$ cat src/rtl/regfile_pkg.sv
// rtl/regfile_pkg.sv - shared register-file write-back types and constants
package regfile_pkg;

    localparam int REG_ADDR_W = 6;
    localparam int REG_DATA_W = 32;
    localparam int REG_COUNT  = 32;
    localparam int REG_IDX_W  = $clog2(REG_COUNT);

    localparam int WB_ALU  = 0;
    localparam int WB_FPU  = 1;
    localparam int WB_LOAD = 2;

    typedef struct packed {
        logic [REG_ADDR_W-1:0] addr;
        logic [REG_DATA_W-1:0] data;
        logic                  is_float;
    } wb_req_t;

endpackage

$ cat src/rtl/rr_grant.sv
// rtl/rr_grant.sv - NREQ-wide priority picker, search starts at ptr+1 modulo NREQ
module rr_grant #(
    parameter int NREQ = 3,
    localparam int IDX_W = $clog2(NREQ)
) (
    input  logic [NREQ-1:0]  req,
    input  logic [IDX_W-1:0] ptr,
    output logic [NREQ-1:0]  grant
);

    int idx;

    // Walk from the farthest candidate to the nearest so the nearest requester overwrites.
    always_comb begin
        grant = '0;
        idx   = 0;
        for (int k = NREQ; k >= 1; k--) begin
            idx = (int'(ptr) + k) % NREQ;
            if (req[idx]) begin
                grant      = '0;
                grant[idx] = 1'b1;
            end
        end
    end

endmodule

$ cat src/rtl/regfile_wb_arbiter.sv
// rtl/regfile_wb_arbiter.sv - register-file write-back arbiter with registered write port
// WB_ARB_RR_EN selects round-robin arbitration; otherwise fixed priority, requester 0 highest.
module regfile_wb_arbiter
    import regfile_pkg::*;
#(
    parameter int NREQ   = 3,
    parameter int ADDR_W = 6,
    parameter int DATA_W = 32,
    localparam int IDX_W = $clog2(NREQ)
) (
    input  logic                     clk,
    input  logic                     rst,
    input  logic [NREQ-1:0]          req_valid,
    output logic [NREQ-1:0]          req_ready,
    input  logic [NREQ*ADDR_W-1:0]   req_addr,
    input  logic [NREQ*DATA_W-1:0]   req_data,
    input  logic [NREQ-1:0]          req_float,
    input  logic                     hold,
    output logic [ADDR_W-1:0]        wr_reg,
    output logic [DATA_W-1:0]        wr_data,
    output logic                     reg_write,
    output logic                     wr_float,
    output logic [IDX_W-1:0]         grant_id,
    output logic                     err
);

    logic [NREQ-1:0]   grant;
    logic [IDX_W-1:0]  ptr;
    logic [IDX_W-1:0]  win_idx;
    logic              transfer;
    logic [ADDR_W-1:0] win_addr;
    logic [DATA_W-1:0] win_data;
    logic              win_float;
    logic              drop_zero;
    logic              drop_range;

`ifdef WB_ARB_RR_EN
    logic [IDX_W-1:0] rr_ptr;

    always_ff @(posedge clk) begin
        if (rst) begin
            rr_ptr <= IDX_W'(NREQ - 1);
        end else if (transfer) begin
            rr_ptr <= win_idx;
        end
    end

    assign ptr = rr_ptr;
`else
    assign ptr = IDX_W'(NREQ - 1);
`endif

    rr_grant #(
        .NREQ (NREQ)
    ) u_rr_grant (
        .req   (req_valid),
        .ptr   (ptr),
        .grant (grant)
    );

    assign req_ready = (rst || hold) ? '0 : grant;
    assign transfer  = |(req_valid & req_ready);

    always_comb begin
        win_idx = '0;
        for (int i = 0; i < NREQ; i++) begin
            if (grant[i]) begin
                win_idx = IDX_W'(i);
            end
        end
    end

    assign win_addr  = req_addr[int'(win_idx)*ADDR_W +: ADDR_W];
    assign win_data  = req_data[int'(win_idx)*DATA_W +: DATA_W];
    assign win_float = req_float[win_idx];

    // Each bank holds REG_COUNT entries; any higher address bit set is illegal.
    assign drop_range = (win_addr >> REG_IDX_W) != '0;
    assign drop_zero  = !win_float && (win_addr == '0);

    always_ff @(posedge clk) begin
        if (rst) begin
            reg_write <= 1'b0;
            wr_reg    <= '0;
            wr_data   <= '0;
            wr_float  <= 1'b0;
            grant_id  <= '0;
            err       <= 1'b0;
        end else begin
            reg_write <= transfer && !drop_zero && !drop_range;
            if (transfer) begin
                wr_reg   <= win_addr;
                wr_data  <= win_data;
                wr_float <= win_float;
                grant_id <= win_idx;
                if (drop_range) begin
                    err <= 1'b1;
                end
            end
        end
    end

endmodule

$ cat config.mk
export PLATFORM = sky130hd
export DESIGN_NAME = regfile_wb_arbiter
export DESIGN_NICKNAME = d
export VERILOG_FILES = /design/src/rtl/regfile_pkg.sv /design/src/rtl/rr_grant.sv /design/src/rtl/regfile_wb_arbiter.sv
export SDC_FILE = /design/constraint.sdc
export NUM_CORES = 1
export LEC_CHECK = 0
export BUFFER_PORTS_ARGS = -buffer_cell sky130_fd_sc_hd__buf_2
export CORE_MARGIN = 2
export CORE_UTILIZATION = 44
export CTS_CLUSTER_DIAMETER = 200
export CTS_CLUSTER_SIZE = 8
export DETAILED_ROUTE_END_ITERATION = 16
export PLACE_DENSITY = 0.85
export SLEW_MARGIN = 5
export SYNTH_ARGS = -nofsm -noshare
export SYNTH_HDL_FRONTEND = slang
export SYNTH_HIERARCHICAL = 1
export SYNTH_SLANG_ARGS = --single-unit
export TNS_END_PERCENT = 50
$ cat constraint.sdc
create_clock -name clk -period 3.4 [get_ports clk]
set_input_delay 0.68 -clock clk [delete_from_list [all_inputs] [get_ports clk]]
set_output_delay 0.68 -clock clk [all_outputs]
set_load 0.02 [all_outputs]
# Yosys cells after proc, flatten, opt, wreduce, memory -nomap -nowiden

Index checks and enable logic that the tools add are counted.

Register bits after elaboration: 43
Bits of input ports: 123
Output and inout bits: 46
Word-level logic and storage cells: 29

Shift operators: 2
Muxes and demuxes: 8
$mul: 1
Bitwise gates (word level): 1
$lt $le $gt $ge: 1
Reductions and logical operators: 10

Operators by type and width:

| operator            | count |
|---|---|
| $shiftx 96x8->32    | 1 |
| $shiftx 18x6->6     | 1 |
| $mux 3              | 4 |
| $logic_not 6->1     | 1 |
| $mul 2x2->4 const B | 1 |
| $and 3x3->3         | 1 |
| $logic_and 1x1->1   | 3 |
| $logic_not 1->1     | 3 |
| $lt 2x3->1 const B  | 1 |
| $reduce_or 3->1     | 1 |
| $bmux 1 s2          | 1 |
| $mux 1              | 2 |
| $mux 2              | 1 |
| $reduce_and 2->1    | 1 |
| $logic_or 1x1->1    | 1 |

# Depth between registers and ports, before layout

Depth in word-level cells: 12
Mapped depth: 14

# Cells and area by module

Netlist, hierarchy kept.

Modules (own cells, without submodules):

| module             | cells each | instances | seq. area each (µm²) | area each (µm²) |
|---|---|---|---|---|
| regfile_wb_arbiter | 326        | 1         | 860.8                | 2494.9 |
| rr_grant           | 34         | 1         | 0.0                  | 265.3 |

# Least setup slack after synthesis

OpenSTA, ideal clock, no wires.

Path type: input port to output port
Start: in req_valid[0]
End: out req_ready[1]
Data arrival time: 2.096 ns
Stages on the path: 8
Required time: 2.720 ns
Setup slack: 0.624 ns
Cells stage by stage: mux2_4 > mux2i_4 > o21ai_2 > o22a_2 > buf_4 > buf_6 > buf_4 > and2_2

Longest elaborated chain between the ends: 2

RTL lines:

| what               | RTL line                 | source |
|---|---|---|
| from (decl)        | regfile_wb_arbiter.sv:13 | `input logic [NREQ-1:0] req_valid,` |
| $mux 3             | rr_grant.sv:19           | `if (req[idx]) begin` |
| named net grant[1] | regfile_wb_arbiter.sv:27 | `logic [NREQ-1:0] grant;` |
| $mux 3             | regfile_wb_arbiter.sv:61 | `assign req_ready = (rst \|\| hold) ? '0 : grant;` |
| to (decl)          | regfile_wb_arbiter.sv:14 | `output logic [NREQ-1:0] req_ready,` |

The timed path passes the listed nets, and every way through them passes these cells.

# Worst setup path in the final report

Start: in req_valid[0]
End: out req_ready[2]

Same word-level chain as after synthesis.

==> results.md <==
- Status: finished clean
- Top Family by Delay on Critical Path: buffers and inverters
- F_max: 340 MHz
- Top post-synthesis cells by area: dfxtp_1 31%, nand2_1 17%, mux2i_1 15%, o21ai_0 7.1%, a21oi_1 6.9%
- Cell Pwr Density: 399 nW/um^2
- Total number of vias: 2,932
- Hold buffers post-CTS: 0
- Reg2reg path depth: 2
- Io pins: 169
- Post-synth top area share: 0.312
- Die Y: 83.2 microns
- Starting Density: 0.461
- Fin crit period: 2.94 ns
- # DRC: 0
- Register area: 861 sq um
- Yosys reg bits: 43
- Hold path depth: 2
- Worst ir drop on vdd: 0.248 mV
- Footprint of the multi-input gates: 1690 sq um
- Yosys cell types: 38
- Clock Sinks: 43
- Setup Fix Bufs, Post-CTS: 0
- Register area share after synthesis: 0.312
- Final Hold Fails: 0
- Share of layout cells above drive strength 1: 0.398
- Slowest CP cell: mux2_4
- Routed len/inst: 12.2 microns
- Commonest non-fill, non-tap cell in the layout: buf_2
- TNS Setup: 0 ns
- Worst-path maximum fanout: 35
- Via/cell ratio: 4.94
- Mux contribution to synthesized area: 0.159
- Hpwl dp: 5580 microns
- Critical path launch point type: input pin
- Clock Root Buffer: clkbuf_8
- Post-synthesis compound-gate area fraction: 0.203
- R2R setup slack: 2.79 ns
- Post-synth top area cell: dfxtp_1
- # diodes: 0
- Die area: 6920 sq um
- Total GRT Usage: 0.204
- Syn Inst Count: 360
- CTS tree: yes
- Setup Skew: 0 ns
- Post-synth design cell area: 2760 sq um
- Tightest Hold Check Type: flop to flop
- Adder-cell share of the synthesized area: 0.0181
- Worst Path Arrival: 2.26 ns
- Final Non-Filler Cells: 593
- Post-synth top flop: dfxtp_1
- DR pass1 iterations: 4
- Main combinational cell family by area after synthesis: simple AND/OR/NAND/NOR gates
- Worst Path Required: 2.72 ns
- Number of CTS-inserted buffers: 5
- Worst skew pair latency: 0.28 ns
- Placer Congestion: 0.777
- Initial DRC Count: 69
- Critical path depth: 8
- Post-synth ARST share: 0
- Leak: 1.79 nW
- Nets: 644
- Most frequent CP cell: buf_2
- Most frequent cells in the layout: 168 x buf_2, 122 x nand2_1, 43 x dfxtp_1
- Max incr delay on CP: 0.29 ns
- FILL cells: 570
- Avg Inst Size Synth: 7.67 sq um
- Post-synth EDFFs: 0
- DRT antenna net count: 0
- Clock transition at path regs: 0.08 ns
- # resized after CTS: 0
- Period utilization: 0.865
- First-pass GRT wire length: 12,200 microns
- Row Count: 28
- Crit-path cells: buf_2, mux2_4, mux2i_4, o211ai_1, o21a_2, buf_4, and2_2, buf_2
- CP Class: input pin to output port
- Post-Synth XOR/XNOR Area: 0
- I/O Buffers: 168
- Crit end category: output port
- Max Slew Vio Count: 0
- Initial antenna violation count: 0
- Max-Cap Viols: 0
- Post-Synth Simple-Gate Area: 0.223
- Area growth syn-to-layout: 32.8%
- Headroom to the max-slew limit: 0.493
- Least-Margin Pin Slew: 0.760 ns
- Die W: 83.2 microns
- CP Buf/Inv Count: 3
- Final setup violation count: 0
- Core area: 5990 sq um
- Dpl cells: 585
- Synth warn: 6
- Unrepaired setup endpoints after global routing: false
- Vias in the first global route: 2,785
- Largest net degree at the start of global routing: 47
- Max FFs per register: 32
- Clk buf depth: 2
- Overflow left after global routing: 0
- # H-tree levels: 2
- DRT Wirelength: 7230 microns
## per-stage QoR
step                      setup slack [ns]  instance area (sq um)  utilization  hold slack, ns  power [mW]
after CTS                            0.483                   3660        0.612           0.451        1.47
after global routing                 0.354                   3660        0.612           0.467        1.56
after detailed placement             0.216                   3550        0.593           0.440        1.08
after global placement               0.338                   3550        0.593           0.436        1.07
after floorplan                      0.624                   2780            -           0.528       0.947
final                                0.459                   3660        0.612           0.450        1.46
## worst min-delay path: stages (launching register included)
cell and delay (ns):
dfxtp_1 0.31, nand2_1 0.05, a21oi_1 0.05
## worst paths after layout
path,endpoint,from
setup / recovery,req_ready[2],req_valid[0]
hold / removal,wr_data[9]$_SDFFE_PP0N_,wr_data[9]$_SDFFE_PP0N_
setup reg to reg,wr_data[21]$_SDFFE_PP0N_,wr_data[21]$_SDFFE_PP0N_
hold reg to reg,wr_data[9]$_SDFFE_PP0N_,wr_data[9]$_SDFFE_PP0N_
## routing by layer
layer,vias to the layer above,GRT usage,share of wire
met2,107,0.390,0.52
met1,1301,0.219,0.40
li1,1520,-,-
met5,-,0,0
met4,0,0.0417,0.0040
met3,4,0.0636,0.078
## power breakdown
group	total [mW]	switching (mW)	internal [mW]	leakage, nW
registers	0.553	0.0158	0.537	0.349
logic	0.518	0.300	0.218	1.38
clock network	0.391	0.172	0.219	0.0581
total	1.46	0.488	0.974	1.79
## cell type report
class,instances,share of cell area
multi-input cells,288,0.461
repair buffers,175,0.244
inverters,4,0.00410
clock inverters,3,0.0119
well taps,75,0.0256
clock buffers,5,0.0188
flip-flops and latches,43,0.235
## Yosys cell counts (2+ instances only)
library cell,number
o21ai_0,39
inv_1,4
buf_6,11
nand2_1,122
buf_4,4
nor4bb_4,2
buf_2,4
a21oi_2,7
clkbuf_1,9
and2_2,3
nand2b_1,2
nand3b_1,3
dfxtp_1,43
ha_1,4
mux2i_1,40
conb_1,2
nor2_1,3
a21oi_1,38
## kinds of logic after synthesis
logic type	after synthesis
AO/OA/AOI/OAI	95
other	2
flip-flops	43
adder cells (fa/ha/maj)	4
buffers and inverters	33
AND/OR/NAND/NOR	141
multiplexers	42
Note: power is estimated with default switching activity, not from simulation.
